--- config.mk ---
export PLATFORM = sky130hd
export DESIGN_NAME = match_streak_detector
export DESIGN_NICKNAME = d
export VERILOG_FILES = /design/src/rtl/match_streak_detector.sv
export SDC_FILE = /design/constraint.sdc
export NUM_CORES = 1
export LEC_CHECK = 0
export ABC_CLOCK_PERIOD_IN_PS = 2700
export BUFFER_PORTS_ARGS = -buffer_cell sky130_fd_sc_hd__buf_4
export CAP_MARGIN = 10
export CORE_MARGIN = 2
export CORE_UTILIZATION = 54
export DETAILED_ROUTE_END_ITERATION = 7
export GPL_TIMING_DRIVEN = 0
export MAX_ROUTING_LAYER = met4
export PLACE_DENSITY_LB_ADDON = 0.05
export SYNTH_ARGS = -nofsm -noshare
export SYNTH_HDL_FRONTEND = slang
export SYNTH_SLANG_ARGS = --single-unit
--- constraint.sdc ---
create_clock -name CLK -period 2.7 [get_ports CLK]
set_clock_uncertainty 0.15 [all_clocks]
set_input_delay 0.135 -clock CLK [delete_from_list [all_inputs] [get_ports CLK]]
set_output_delay 0.135 -clock CLK [all_outputs]
set_load 0.01 [all_outputs]
--- src/rtl/match_streak_detector.sv ---
// Counts consecutive X==Y matches on sampled TICKs; after STREAK_LEN matches, holds Z high for HOLD_CYCLES clocks.
// Optional build macro MSD_GRACE_EN forgives one mismatch per streak.
module match_streak_detector #(
  parameter int unsigned STREAK_LEN  = 8,
  parameter int unsigned WIDTH       = 1,
  parameter int unsigned HOLD_CYCLES = 100,
  localparam int unsigned SW         = $clog2(STREAK_LEN + 1)
) (
  input  logic             CLK,
  input  logic             RST,
  input  logic             TICK,
  input  logic [WIDTH-1:0] X,
  input  logic [WIDTH-1:0] Y,
  output logic             Z,
  output logic [SW-1:0]    STREAK,
  output logic [7:0]       WINS,
  output logic             GRACE_USED
);

  localparam int unsigned HW = $clog2(HOLD_CYCLES + 1);

  typedef enum logic [1:0] {
    IDLE = 2'd0,
    RUN  = 2'd1,
    WIN  = 2'd2
  } state_t;

  state_t        state, state_n;
  logic [SW-1:0] streak_n;
  logic [HW-1:0] hold, hold_n;
  logic [7:0]    wins_n;
  logic          z_n;
  logic          grace_n;
  logic          match;

  assign match = (X == Y);

  // State and all outputs are registered here.
  always_ff @(posedge CLK) begin
    if (RST) begin
      state      <= IDLE;
      Z          <= 1'b0;
      STREAK     <= '0;
      WINS       <= '0;
      GRACE_USED <= 1'b0;
      hold       <= '0;
    end else begin
      state      <= state_n;
      Z          <= z_n;
      STREAK     <= streak_n;
      WINS       <= wins_n;
      GRACE_USED <= grace_n;
      hold       <= hold_n;
    end
  end

  // Next-state and next-output logic.
  always_comb begin
    state_n  = state;
    z_n      = Z;
    streak_n = STREAK;
    wins_n   = WINS;
    grace_n  = GRACE_USED;
    hold_n   = hold;
    case (state)
      IDLE, RUN: begin
        if (TICK) begin
          if (match) begin
            if (STREAK == SW'(STREAK_LEN - 1)) begin
              state_n  = WIN;
              streak_n = SW'(STREAK_LEN);
              z_n      = 1'b1;
              hold_n   = HW'(HOLD_CYCLES - 1);
              if (WINS != 8'hFF) begin
                wins_n = WINS + 8'd1;
              end
            end else begin
              state_n  = RUN;
              streak_n = STREAK + SW'(1);
            end
          end else begin
`ifdef MSD_GRACE_EN
            // A zero streak has nothing to forgive, so the grace is kept.
            if (STREAK != '0) begin
              if (!GRACE_USED) begin
                grace_n = 1'b1;
              end else begin
                state_n  = IDLE;
                streak_n = '0;
                grace_n  = 1'b0;
              end
            end
`else
            state_n  = IDLE;
            streak_n = '0;
`endif
          end
        end
      end
      WIN: begin
        // hold counts the Z-high cycles still to come after this one.
        if (hold == '0) begin
          state_n  = IDLE;
          z_n      = 1'b0;
          streak_n = '0;
          grace_n  = 1'b0;
        end else begin
          hold_n = hold - HW'(1);
        end
      end
      default: begin
        state_n  = IDLE;
        z_n      = 1'b0;
        streak_n = '0;
        grace_n  = 1'b0;
        hold_n   = '0;
      end
    endcase
  end

endmodule

==> impl_metrics.tcl <==
set metrics [dict create \
    cts_tree "done" \
    comb_power_share_pct 7.8 \
    syn_to_final_growth_pct 18.99 \
    final-hold-violation-count 0 \
    post_cts_buffers 0 \
    synth_fa_ha_area_share_pct 3.293 \
    rsz0062_at_grt "false" \
    slew_violations 0 \
    first_pass_iters 4 \
    vdd_drop_max_uv 303.8 \
    ff_latch_area_um2 440.4 \
    ios 19 \
    tns_ns 0 \
    cp-start-kind "flip-flop" \
    drc 0 \
    post-route-period-util_pct 91.15 \
    cts_max_path_buffers 2 \
    p_total_mw 0.5223 \
    cts_num_sinks 22 \
    crit_path_end_kind "flip-flop" \
    die_area_mm2 0.002495 \
    port_buffers 16 \
    synth-async-reset-ratio_pct 0 \
    critical_path_class "flip-flop to flip-flop" \
    synthXorXnorAreaFrac_pct 1.537 \
    outcome "finished clean" \
    place_hpwl_mm 1.904 \
    num_vias 1115 \
    ctsHtreeMaxLevel 1 \
    synth_flop_cell "dfxtp_1" \
    holdWs_ns 0.2759 \
    synth_compound_area_share_pct 22.28 \
    ys_types 42 \
    cp_max_fo 10 \
    timing.fmax_ghz 0.4063 \
    maxSlewHeadroom_pct 38.90 \
    synth.avg_cell_area_um2 8.506 \
    die_w_um 49.95 \
    power.density_mw_per_mm2 385.1 \
    drtAntennaViolNets 0 \
    ctsRootBufferMaster "clkbuf_4" \
    p_switching_mw 0.1241 \
    clock_power_share_pct 28.7 \
    syn-num-nets 142 \
    die_h_um 49.95 \
    rows 16 \
    wl_per_cell_um 14.24 \
    min-delay-path-class "input pin to flip-flop" \
    vias_per_cell 6.060 \
    timing.final.crit_period_ns 2.461 \
    cap_violations 0 \
    gp_congestion 0.7980 \
    synth_seq_cells 22 \
    synth_simple_gate_area_share_pct 24.92 \
    ff2ff_path_depth 6 \
    seq_area_frac_synth_pct 38.64 \
    finalSetupViolCount 0 \
    core_area_mm2 0.001982 \
    hold_depth 5 \
    critPathArrivalTime_ns 2.58 \
    synth_warnings 0 \
    final_cells 184 \
    grt_pass1_wl_mm 4.505 \
    syn_area_mm2 0.001140 \
    numCtsBuffers 3 \
    final_nets 167 \
    synth.area.mux_share_pct 0.9879 \
    first_global_vias 1043 \
    drt_iter0_drc 61 \
    dpl.cell_count 178 \
    fill_cells 167 \
    clkSlewWorstSetupHoldPaths_ns 0.13 \
    synth_top_family_by_area "simple AND/OR/NAND/NOR gates" \
    fin_util_pct 68.43 \
    grt_usage_pct 23.98 \
    p_leak_nw 0.5133 \
    clock_latency_ns 0.31 \
    grt.overflow.total 0 \
    drt-total-wl_mm 2.621 \
    multi_input_comb_area_um2 613.1 \
    grt_max_degree 12 \
    layout-drive-gt1-share_pct 19.11 \
    p_int_mw 0.3982 \
    diodes 0 \
    synth_edf_count 0 \
    cp_data_required_time_ns 2.82 \
    tightest_slew_ns 0.9081 \
    netSwitchingFraction_pct 23.75 \
    start_util_pct 57.51 \
    antenna_found_initial 0 \
    power_frac_seq_pct 63.4 \
    synth_cells 134 \
]
==> worst paths after layout <==
| kind | startpoint | to | slack (ns) |
|---|---|---|---|
| max | state[1]$_SDFFE_PP0P_ | STREAK[0]$_SDFFE_PP0P_ | 0.24 |
| min | Y | STREAK[2]$_SDFFE_PP0P_ | 0.28 |
| max reg2reg | state[1]$_SDFFE_PP0P_ | STREAK[0]$_SDFFE_PP0P_ | 0.24 |
| min reg2reg | hold[4]$_SDFFE_PP0P_ | hold[4]$_SDFFE_PP0P_ | 0.36 |
==> metal layers <==
metal  wire [um]  share of wire, %  track usage, %  vias to the layer above
met5           0                 0               -                        -
met4          38               1.4           9.259                        0
met3         120               4.6           2.727                        5
met2        1279                49           41.11                       31
met1        1182                45           28.71                      525
li1            -                 -               -                      554
==> logic make-up after synthesis <==
kind of cell,count (synthesis)
AO/OA/AOI/OAI,39
XOR/XNOR,2
adder cells (fa/ha/maj),3
buffers and inverters,15
flip-flops,22
multiplexers,1
other,1
AND/OR/NAND/NOR,51
==> cell usage in the layout, fill, tap and decap left out, types with 4 or more instances in the layout <==
| cell | instances |
|---|---|
| nand2_1 | 7 |
| a31oi_1 | 4 |
| nor2_1 | 10 |
| inv_1 | 8 |
| or4_1 | 5 |
| o21ai_0 | 4 |
| a21oi_1 | 13 |
| buf_4 | 17 |
| dfxtp_1 | 22 |
| nand3_1 | 8 |
| nor3_1 | 4 |
==> repair_timing <==
item	in CTS	in global routing
hold buffers	3	0
endpoints found under the hold margin	6	0
setup endpoints to repair	0	1
resized for setup	0	1
==> power by group through the flow <==
stage / sequential (mW) / clock [mW] / combinational, mW
floorplan: 0.338 / 0 / 0.0230
global placement: 0.339 / 0 / 0.0354
detailed placement: 0.339 / 0 / 0.0366
CTS: 0.331 / 0.153 / 0.0405
global route: 0.332 / 0.168 / 0.0444
finish: 0.331 / 0.150 / 0.0408
==> cell usage after synthesis, drive strengths merged, types with 2 or more instances <==
master	number	share of area, %
inv	9	3.0
or4	6	4.3
nand3b	3	2.0
nor4	3	1.6
o31ai	3	2.0
ha	3	3.3
nor3	4	1.8
nand2	7	2.3
o41ai	2	1.5
a211oi	3	2.0
buf	2	1.1
clkbuf	4	4.0
a31oi	4	2.2
a21oi	13	5.7
or3	3	1.8
nor2	10	3.3
nand3	8	3.5
dfxtp	22	39
and3	2	1.1
a41oi	2	1.5
o21ai	4	1.8
o22ai	2	1.1
==> sequential cells by signal, indices dropped and copies added (netlist names) <==
register and count:
hold 7, WINS 8, Z 1, state 2, STREAK 4
==> worst max-delay path: stages, from the launching register on <==
cell and delay (ns):
dfxtp_1 0.37, clkbuf_1 0.33, mux2_2 0.38, a41oi_1 0.41
nand2_1 0.10, a21oi_1 0.14, dlygate4sd3_1 0.54
==> final cells by class <==
cell class              count  area share (%)
multi-input cells          97           45.20
flip-flops and latches     22           32.47
repair buffers             20           11.44
plain buffers               6           4.244
inverters                   9           2.491
well taps                  27           2.491
clock buffers               3           1.661
==> stage by stage <==
step / setup slack, ns / area, um2
after detailed placement: 0.4453 / 1299
after global placement: 0.2646 / 1294
after floorplan: 0.6065 / 1140
final: 0.2389 / 1356
after CTS: 0.05947 / 1351
after global routing: 0.04171 / 1356
Power figures use the tool's default switching activity.
